## config.mk

```make
export PLATFORM = sky130hd
export DESIGN_NAME = shift_add_mul_ctrl_flat
export DESIGN_NICKNAME = d
export VERILOG_FILES = /design/src/rtl/mul_pkg.sv /design/src/rtl/shift_add_mul_ctrl_if.sv /design/src/rtl/adder_w.sv /design/src/rtl/shift_add_mul_ctrl.sv /design/src/flat_wrapper.sv
export SDC_FILE = /design/constraint.sdc
export NUM_CORES = 1
export LEC_CHECK = 0
export BUFFER_PORTS_ARGS = -buffer_cell sky130_fd_sc_hd__buf_2
export CORE_MARGIN = 10
export CORE_UTILIZATION = 30
export CTS_BUF_LIST = sky130_fd_sc_hd__clkbuf_4 sky130_fd_sc_hd__clkbuf_8
export CTS_CLUSTER_DIAMETER = 150
export CTS_CLUSTER_SIZE = 12
export DETAILED_ROUTE_END_ITERATION = 10
export GPL_TIMING_DRIVEN = 0
export SLEW_MARGIN = 20
export SYNTH_ARGS = -nofsm -noshare
export SYNTH_HDL_FRONTEND = slang
export SYNTH_HIERARCHICAL = 1
export SYNTH_SLANG_ARGS = --single-unit
```

## constraint.sdc

```tcl
create_clock -name clk -period 6.33 [get_ports clk]
set_input_delay 1.266 -clock clk [delete_from_list [all_inputs] [get_ports clk]]
set_output_delay 1.266 -clock clk [all_outputs]
set_load 0.03 [all_outputs]
```

## src/rtl/mul_pkg.sv

```systemverilog
// Shared types and sizing for the shift-and-add multiplier controller.
package mul_pkg;

  localparam int W     = 16;
  localparam int CNT_W = $clog2(W);

  typedef enum logic [1:0] {
    IDLE = 2'd0,
    RUN  = 2'd1,
    FIX  = 2'd2,
    DONE = 2'd3
  } mul_state_t;

  // Magnitude of a two's complement value; -2^(W-1) maps to 2^(W-1), which fits unsigned.
  function automatic logic [W-1:0] magW(input logic [W-1:0] x);
    return x[W-1] ? (~x + 1'b1) : x;
  endfunction

endpackage

```

## src/rtl/shift_add_mul_ctrl_if.sv

```systemverilog
// Request/result handshake bundle between the execute stage (master) and the multiplier (slave).
interface shift_add_mul_ctrl_if;
  import mul_pkg::*;

  logic             start_valid;
  logic             start_ready;
  logic [W-1:0]     a;
  logic [W-1:0]     b;
  logic             res_valid;
  logic             res_ready;
  logic [2*W-1:0]   res;
  logic             busy;

  modport master (
    output start_valid, a, b, res_ready,
    input  start_ready, res_valid, res, busy
  );

  modport slave (
    input  start_valid, a, b, res_ready,
    output start_ready, res_valid, res, busy
  );

endinterface

```

## src/rtl/adder_w.sv

```systemverilog
// W-bit combinational ripple-carry adder, carry-in fixed at zero.
module adder_w #(
  parameter int W = 16
) (
  input  logic [W-1:0] i_a,
  input  logic [W-1:0] i_b,
  output logic [W-1:0] o_sum,
  output logic         o_carry
);

  logic [W:0] w_c;

  assign w_c[0] = 1'b0;

  for (genvar i = 0; i < W; i++) begin : g_fa
    assign o_sum[i]  = i_a[i] ^ i_b[i] ^ w_c[i];
    assign w_c[i+1]  = (i_a[i] & i_b[i]) | (w_c[i] & (i_a[i] ^ i_b[i]));
  end

  assign o_carry = w_c[W];

endmodule

```

## src/rtl/shift_add_mul_ctrl.sv

```systemverilog
// Sequential shift-and-add multiplier: one adder pass per cycle, W passes per product.
// Define MUL_SIGNED_EN for two's complement operands (adds a one-cycle sign FIX state).
module shift_add_mul_ctrl
  import mul_pkg::*;
(
  input  logic               clk,
  input  logic               rst_n,
  shift_add_mul_ctrl_if.slave bus
);

  mul_state_t       r_state;
  logic [W-1:0]     r_mcand;
  // Top bit of the (2W+1)-bit P is always zero after the shift, so only 2W bits are kept.
  logic [2*W-1:0]   r_p;
  logic [CNT_W-1:0] r_cnt;
  logic [2*W-1:0]   r_res;
  logic             r_res_valid;
  logic             r_start_ready;
  logic             r_busy;
`ifdef MUL_SIGNED_EN
  logic             r_neg;
`endif

  logic [W-1:0]     w_addend;
  logic [W-1:0]     w_sum;
  logic             w_carry;
  logic [2*W-1:0]   w_p_next;

  assign w_addend = r_p[0] ? r_mcand : '0;

  adder_w #(.W(W)) u_adder (
    .i_a     (r_p[2*W-1:W]),
    .i_b     (w_addend),
    .o_sum   (w_sum),
    .o_carry (w_carry)
  );

  assign w_p_next = {w_carry, w_sum, r_p[W-1:1]};

  always_ff @(posedge clk or negedge rst_n) begin
    if (!rst_n) begin
      r_state       <= IDLE;
      r_mcand       <= '0;
      r_p           <= '0;
      r_cnt         <= '0;
      r_res         <= '0;
      r_res_valid   <= 1'b0;
      r_start_ready <= 1'b0;
      r_busy        <= 1'b0;
`ifdef MUL_SIGNED_EN
      r_neg         <= 1'b0;
`endif
    end else begin
      case (r_state)
        IDLE: begin
          if (bus.start_valid && r_start_ready) begin
`ifdef MUL_SIGNED_EN
            r_mcand <= magW(bus.a);
            r_p     <= {{W{1'b0}}, magW(bus.b)};
            r_neg   <= bus.a[W-1] ^ bus.b[W-1];
`else
            r_mcand <= bus.a;
            r_p     <= {{W{1'b0}}, bus.b};
`endif
            r_cnt         <= CNT_W'(W-1);
            r_state       <= RUN;
            r_start_ready <= 1'b0;
            r_busy        <= 1'b1;
          end else begin
            r_start_ready <= 1'b1;
          end
        end
        RUN: begin
          r_p   <= w_p_next;
          r_cnt <= r_cnt - 1'b1;
          if (r_cnt == '0) begin
`ifdef MUL_SIGNED_EN
            r_state     <= FIX;
`else
            r_state     <= DONE;
            r_res       <= w_p_next;
            r_res_valid <= 1'b1;
`endif
          end
        end
`ifdef MUL_SIGNED_EN
        FIX: begin
          r_res       <= r_neg ? (~r_p + 1'b1) : r_p;
          r_res_valid <= 1'b1;
          r_state     <= DONE;
        end
`endif
        DONE: begin
          if (bus.res_ready) begin
            r_res_valid   <= 1'b0;
            r_busy        <= 1'b0;
            r_start_ready <= 1'b1;
            r_state       <= IDLE;
          end
        end
        default: r_state <= IDLE;
      endcase
    end
  end

  assign bus.start_ready = r_start_ready;
  assign bus.res_valid   = r_res_valid;
  assign bus.res         = r_res;
  assign bus.busy        = r_busy;

endmodule

```

## src/flat_wrapper.sv

```systemverilog
// flat-port wrapper written by rule: the top's interface ports become plain ports
module shift_add_mul_ctrl_flat import mul_pkg::*;
  (clk, rst_n, bus_start_valid, bus_a, bus_b, bus_res_ready, bus_start_ready, bus_res_valid, bus_res, bus_busy);
  shift_add_mul_ctrl_if bus_i ();
  input  logic clk;
  input  logic rst_n;
  input wire logic [$bits(bus_i.start_valid)-1:0] bus_start_valid;
  input wire logic [$bits(bus_i.a)-1:0] bus_a;
  input wire logic [$bits(bus_i.b)-1:0] bus_b;
  input wire logic [$bits(bus_i.res_ready)-1:0] bus_res_ready;
  output wire logic [$bits(bus_i.start_ready)-1:0] bus_start_ready;
  output wire logic [$bits(bus_i.res_valid)-1:0] bus_res_valid;
  output wire logic [$bits(bus_i.res)-1:0] bus_res;
  output wire logic [$bits(bus_i.busy)-1:0] bus_busy;
  assign bus_i.start_valid = bus_start_valid;
  assign bus_i.a = bus_a;
  assign bus_i.b = bus_b;
  assign bus_i.res_ready = bus_res_ready;
  assign bus_start_ready = bus_i.start_ready;
  assign bus_res_valid = bus_i.res_valid;
  assign bus_res = bus_i.res;
  assign bus_busy = bus_i.busy;
  shift_add_mul_ctrl u_core (.clk(clk), .rst_n(rst_n), .bus(bus_i));
endmodule
```

# Word level (Yosys, flattened, before mapping)
# Cells that the tools add are included.
dict set report op_classes {
  eq_ne 5
  n_bitwise 77
  mux 17
  n_addsub 1
  reduce_logical 13
}
# cell count
set op_table {}
lappend op_table {{32-bit case mux with 2 select lines} 1}
lappend op_table {{32-bit two-way mux} 1}
lappend op_table {{1-bit AND} 31}
lappend op_table {{1-bit bitwise XOR} 31}
lappend op_table {{16-bit two-way mux} 1}
lappend op_table {{1-bit OR} 15}
lappend op_table {{3-bit AND reduction} 3}
lappend op_table {{4-bit case mux with 2 select lines} 1}
lappend op_table {{2-bit AND reduction} 4}
lappend op_table {{2-bit two-way mux} 3}
lappend op_table {{1-bit case mux with 2 select lines} 3}
lappend op_table {{2-bit case mux with 3 select lines} 1}
lappend op_table {{2-bit nonzero test} 3}
lappend op_table {{1-bit two-way mux} 5}
lappend op_table {{4-bit logical NOT} 1}
lappend op_table {{4-bit two-way mux} 1}
lappend op_table {{2-bit by 1-bit != test with 1-bit output (second input constant)} 2}
lappend op_table {{4-bit by 1-bit subtractor with 4-bit output (second input constant)} 1}
lappend op_table {{2-bit by 1-bit == test with 1-bit output (second input constant)} 1}
lappend op_table {{2-bit == test (second input constant)} 1}
lappend op_table {{2-bit logical NOT} 1}
lappend op_table {{2-bit != test (second input constant)} 1}
lappend op_table {{1-bit logical AND} 1}
dict set report word_totals {
  input_bits 36
  elab_cells 121
  register_bits 89
  out_inout_bits 35
}

# Longest topological paths before layout
dict set report logic_depth {
  word_depth 33
  depth_mapped 22
}

# By module
# Netlist, hierarchy kept.
# module area_per_inst_um2 n_inst cells_per_inst
set modules_own_cells {}
lappend modules_own_cells {shift_add_mul_ctrl 3776.1 1 271}
lappend modules_own_cells {adder_w 350.3 1 26}

# Worst setup path after synthesis
# Ideal clock, no wire load.
dict set report synth_path {
  path_type {register -> register}
  from {reg u_core.r_p[0]}
  to {reg u_core.r_res[30], in the netlist u_core/bus.res[30]}
  synth_period_minus_slack_ps 6567
  n_path_buf 0
  t_arrival_ps 6503
  required_ps 6265
  path_stages_with_launch 23
  path_slack_ps -237
  cell_sequence {dfrtp_1 -> and2_1 -> ha_1 -> inv_1 -> fa_1 -> inv_1 -> fa_1 -> fa_1 -> fa_1 -> fa_1 -> fa_1 -> fa_1 -> fa_1 -> fa_1 -> fa_1 -> fa_1 -> fa_1 -> fa_1 -> fa_1 -> inv_1 -> fa_1 -> inv_1 -> mux2_4}
}
dict set report synth_between {
  elab_chain_len 31
}
# element line_no
set synth_rtl {}
lappend synth_rtl {{start, declared} shift_add_mul_ctrl.sv:14} ;# logic [2*W-1:0] r_p;
lappend synth_rtl {{start signal, assigned} shift_add_mul_ctrl.sv:63} ;# r_p <= {{W{1'b0}}, bus.b};
lappend synth_rtl {{start signal, assigned} shift_add_mul_ctrl.sv:74} ;# r_p <= w_p_next;
lappend synth_rtl {{16-bit two-way mux} shift_add_mul_ctrl.sv:29} ;# assign w_addend = r_p[0] ? r_mcand : '0;
lappend synth_rtl {{via u_core.w_addend[0]} shift_add_mul_ctrl.sv:24} ;# logic [W-1:0] w_addend;
lappend synth_rtl {{1-bit AND (2 in a row)} adder_w.sv:17} ;# assign w_c[i+1] = (i_a[i] & i_b[i]) | (w_c[i] & (i_a[i] ^ i_b[i]));
lappend synth_rtl {{1-bit OR} adder_w.sv:17}
lappend synth_rtl {{1-bit AND} adder_w.sv:17}
lappend synth_rtl {{1-bit OR} adder_w.sv:17}
lappend synth_rtl {{1-bit AND} adder_w.sv:17}
lappend synth_rtl {{1-bit OR} adder_w.sv:17}
lappend synth_rtl {{[16 not listed]} -}
lappend synth_rtl {{1-bit AND} adder_w.sv:17}
lappend synth_rtl {{1-bit OR} adder_w.sv:17}
lappend synth_rtl {{1-bit AND} adder_w.sv:17}
lappend synth_rtl {{1-bit OR} adder_w.sv:17}
lappend synth_rtl {{1-bit AND} adder_w.sv:17}
lappend synth_rtl {{1-bit OR} adder_w.sv:17}
lappend synth_rtl {{1-bit bitwise XOR} adder_w.sv:16} ;# assign o_sum[i] = i_a[i] ^ i_b[i] ^ w_c[i];
lappend synth_rtl {{via u_core.w_sum[15]} shift_add_mul_ctrl.sv:25} ;# logic [W-1:0] w_sum;
lappend synth_rtl {{end signal, assigned} shift_add_mul_ctrl.sv:81} ;# r_res <= w_p_next;
lappend synth_rtl {{end, declared} shift_add_mul_ctrl.sv:16} ;# logic [2*W-1:0] r_res;
# The timed path passes the listed nets, and every way through them passes these cells.
# A chain may end at the register's enable or synchronous reset.

# Final worst setup path
dict set report layout_path {
  from {reg u_core.r_p[0]}
  to {reg u_core.r_p[30]}
}
dict set report layout_between {
  elab_chain_len 32
}
# element line_no
set layout_rtl {}
lappend layout_rtl {{16-bit two-way mux} shift_add_mul_ctrl.sv:29}
lappend layout_rtl {{via u_core.w_addend[0]} shift_add_mul_ctrl.sv:24}
lappend layout_rtl {{1-bit AND (2 in a row)} adder_w.sv:17}
lappend layout_rtl {{1-bit OR} adder_w.sv:17}
lappend layout_rtl {{1-bit AND} adder_w.sv:17}
lappend layout_rtl {{1-bit OR} adder_w.sv:17}
lappend layout_rtl {{1-bit AND} adder_w.sv:17}
lappend layout_rtl {{1-bit OR} adder_w.sv:17}
lappend layout_rtl {{[17 not listed]} -}
lappend layout_rtl {{1-bit OR} adder_w.sv:17}
lappend layout_rtl {{1-bit AND} adder_w.sv:17}
lappend layout_rtl {{1-bit OR} adder_w.sv:17}
lappend layout_rtl {{1-bit AND} adder_w.sv:17}
lappend layout_rtl {{1-bit OR} adder_w.sv:17}
lappend layout_rtl {{1-bit bitwise XOR} adder_w.sv:16}
lappend layout_rtl {{via u_core.w_sum[15]} shift_add_mul_ctrl.sv:25}
lappend layout_rtl {{32-bit case mux with 2 select lines} shift_add_mul_ctrl.sv:54} ;# case (r_state)
# The timed path passes the listed nets, and every way through them passes these cells.

==> results.yml <==
status:
  status: "finished clean"
synthesis:
  syn_nets: 351
  avgSynthCellArea_sq_um: 13.9
  ys_seq_elements: 89
  ys_seq_area_frac: 0.540
  yosys.area_share.simple: 0.0546
  synth_cell_types: 33
  yosys.area_share.xor_xnor: 0
  synthCells: 297
  synth_compound_area_frac: 0.0879
  synth-adder-area-share: 0.0819
  synth_top_family_by_area: "multiplexers"
  yosys_warnings: 6
  synth_top_area_frac: 0.540
  synthesis.area_sq_mm: 0.00413
  synthMuxAreaShare: 0.195
  synth_top_area_cell: "dfrtp_1"
  netlist_top_cells_area: "dfrtp_1, mux2_4, fa_1, mux2_2, o21ai_0"
final_layout:
  drive_gt1_frac: 0.451
  seq_area_sq_mm: 0.00223
  nets: 435
  fillers: 1336
  final_cell_area_sq_mm: 0.00505
  fin_util: 0.378
  multi_input_area_sq_mm: 0.00178
  fin_cells: 563
  area_delta_synth_final_pct: 22.3
clock_tree:
  clk_pin_slew_worst_paths_ps: 90
  cts_hold_buf: 0
  max-clock-path-buffers: 2
  h-tree-depth: 3
  clock_sinks: 89
  cts_tree: "built"
  clock_latency_ps: 370
  cts_made_buffers: 9
  root_buffer: "clkbuf_8"
routing:
  ant_nets: 0
  drc_errors: 0
  wl_per_cell_um: 16.8
  drtIter0Drc: 146
  via_per_inst: 4.58
  drtPass1Iterations: 4
  vias: 2578
  totalWireLength_mm: 9.46
sta:
  rsz0062_at_grt: "yes"
  fmax_mhz: 159
  worstMarginPinSlew_ps: 525
  setup_violations: 0
  slew_viol_final: 0
  clock_skew_ps: 9.66
  relSlewSlack: 0.650
  min_period_ps: 6300
  period_share: 0.995
  hold_viol_final: 0
setup_path:
  critPathBufInv: 4
  crit_top_cell: "fa_2"
  crit_fanout: 3
  path_class: "reg2reg"
  cp_slowest_cell: "dfrtp_2"
  end_kind: "register"
  crit_path_start_kind: "register"
  slowest_delay_ps: 440
  crit_chain: "and2_4, ha_4, inv_2, fa_2, inv_2, fa_2, fa_2, fa_2, fa_2, fa_2, fa_2, fa_2, fa_2, fa_2, fa_2, fa_2, fa_2, fa_2, inv_2, fa_1, inv_2, a22o_1"
  cp.arrival_ps: 6610
  critPathTopFamily: "adder cells"
  crit_required_ps: 6640
floorplanning:
  io-pin-count: 71
  rows: 42
  die_area_sq_mm: 0.0188
  die-height_um: 137
  initial_core_util: 0.309
  core_sq_mm: 0.0133
  fp.dieW_um: 137
placed_design:
  dpl.hpwl_mm: 6.82
  gp_congestion: 0.750
  postPlaceCellArea_sq_mm: 0.00475
  dp.cells: 544
  port-buffer-count: 70
job:
  drv_cap: 0
power_and_ir_drop:
  finalPower_mw: 2.93
  peakVddDrop_mv: 0.139
  powerDensity_mw_per_mm2: 581
  p_leak_nw: 2.46
global_route:
  grt_max_degree: 60
  grt_usage: 0.105
  grt_remaining_overflow: 0
  first_global_vias: 2856
  antenna_found_initial: 1
  grt_first_pass_wirelength_mm: 15.3
hold_path:
  hp-class: "reg2reg"
repair_timing:
item,CTS,global route
setup buffers,1,1
endpoints found under the setup margin,6,2
resized for setup,14,2
where the power goes:
group	internal [mW]	total, mW	switching (mW)
combinational	0.670	1.43	0.763
clock	0.277	0.478	0.201
sequential	0.847	1.02	0.173
worst paths after layout:
kind / start / to / slack [ps] / cells after the start
max: u_core/r_p[0] / u_core/r_p[30] / 30 / 22
min: u_core/bus.res_valid / u_core/bus.res_valid / 480 / 2
max in group asynchronous: rst_n / u_core/r_p[0] / 4980 / 2
min in group asynchronous: rst_n / u_core/bus.res[11] / 770 / 1
max reg2reg: u_core/r_p[0] / u_core/r_p[30] / 30 / 22
min reg2reg: u_core/bus.res_valid / u_core/bus.res_valid / 480 / 2
routing by layer:
layer	global-route usage	up-vias	routed length (um)
li1	-	1195	-
met1	0.121	1315	4100
met2	0.167	55	4480
met3	0.0415	13	677
met4	0.0498	0	198
met5	0	-	0
layout make-up:
cell class | instances | area share
repair buffers | 73 | 0.0791
multi-input cells | 176 | 0.353
flip-flops and latches | 89 | 0.441
well taps | 176 | 0.0436
clock inverters | 5 | 0.0203
clock buffers | 11 | 0.0288
diodes | 1 | 0.000496
plain buffers | 18 | 0.0228
inverters | 14 | 0.0104
cell usage after synthesis, drive strengths merged:
| cell type | instances |
|---|---|
| and2 | 16 |
| a21oi | 2 |
| nand3b | 3 |
| inv | 14 |
| dfrtp | 89 |
| a211o | 1 |
| clkbuf | 4 |
| or2 | 1 |
| buf | 14 |
| a21bo | 1 |
| nor3 | 2 |
| mux2i | 16 |
| and2b | 1 |
| or3b | 1 |
| nand2 | 6 |
| o21ai | 35 |
| or4 | 1 |
| nand2b | 1 |
| ha | 3 |
| fa | 15 |
| nand3 | 2 |
| a22oi | 1 |
| a22o | 16 |
| a21o | 1 |
| mux2 | 48 |
| nor2 | 3 |
per-stage QoR:
step	hold WS (ps)	worst slack, ps	TNS, ps
floorplan	473	2.04	0
global placement	458	-407	-1340
detailed placement	459	-430	-1570
CTS	487	5.02	0
global route	513	-110	-217
finish	485	30.5	0
cells in the final DEF (no fill, tap or decap), types with 6 or more instances in the layout:
master / n
dfrtp_1: 88
fa_2: 14
o21ai_0: 34
nand2_1: 6
buf_2: 74
clkbuf_8: 10
and2_1: 15
a22o_1: 16
mux2i_1: 16
inv_1: 10
buf_4: 7
mux2_4: 28
mux2_2: 20
worst min-delay path, delay by kind of cell (launching register included):
family | cells | cell delay, ps
and+or+nand+nor | 2 | 100
DFF | 1 | 350
state kept, by name, indices dropped and copies added (netlist names):
name / count
u_core/bus.busy: 1
u_core/bus.res: 32
u_core/bus.res_valid: 1
u_core/bus.start_ready: 1
u_core/r_cnt: 4
u_core/r_mcand: 16
u_core/r_p: 32
u_core/r_state: 2
kinds of logic (layout without fill, tap and decap cells):
group	count (synthesis)	after routing
other cells	0	1
compound gates	57	57
flops	89	89
buf+inv	32	121
fa+ha+maj	18	18
simple gates	37	37
mux	64	64
No activity file was read; power rests on OpenSTA's default activity.
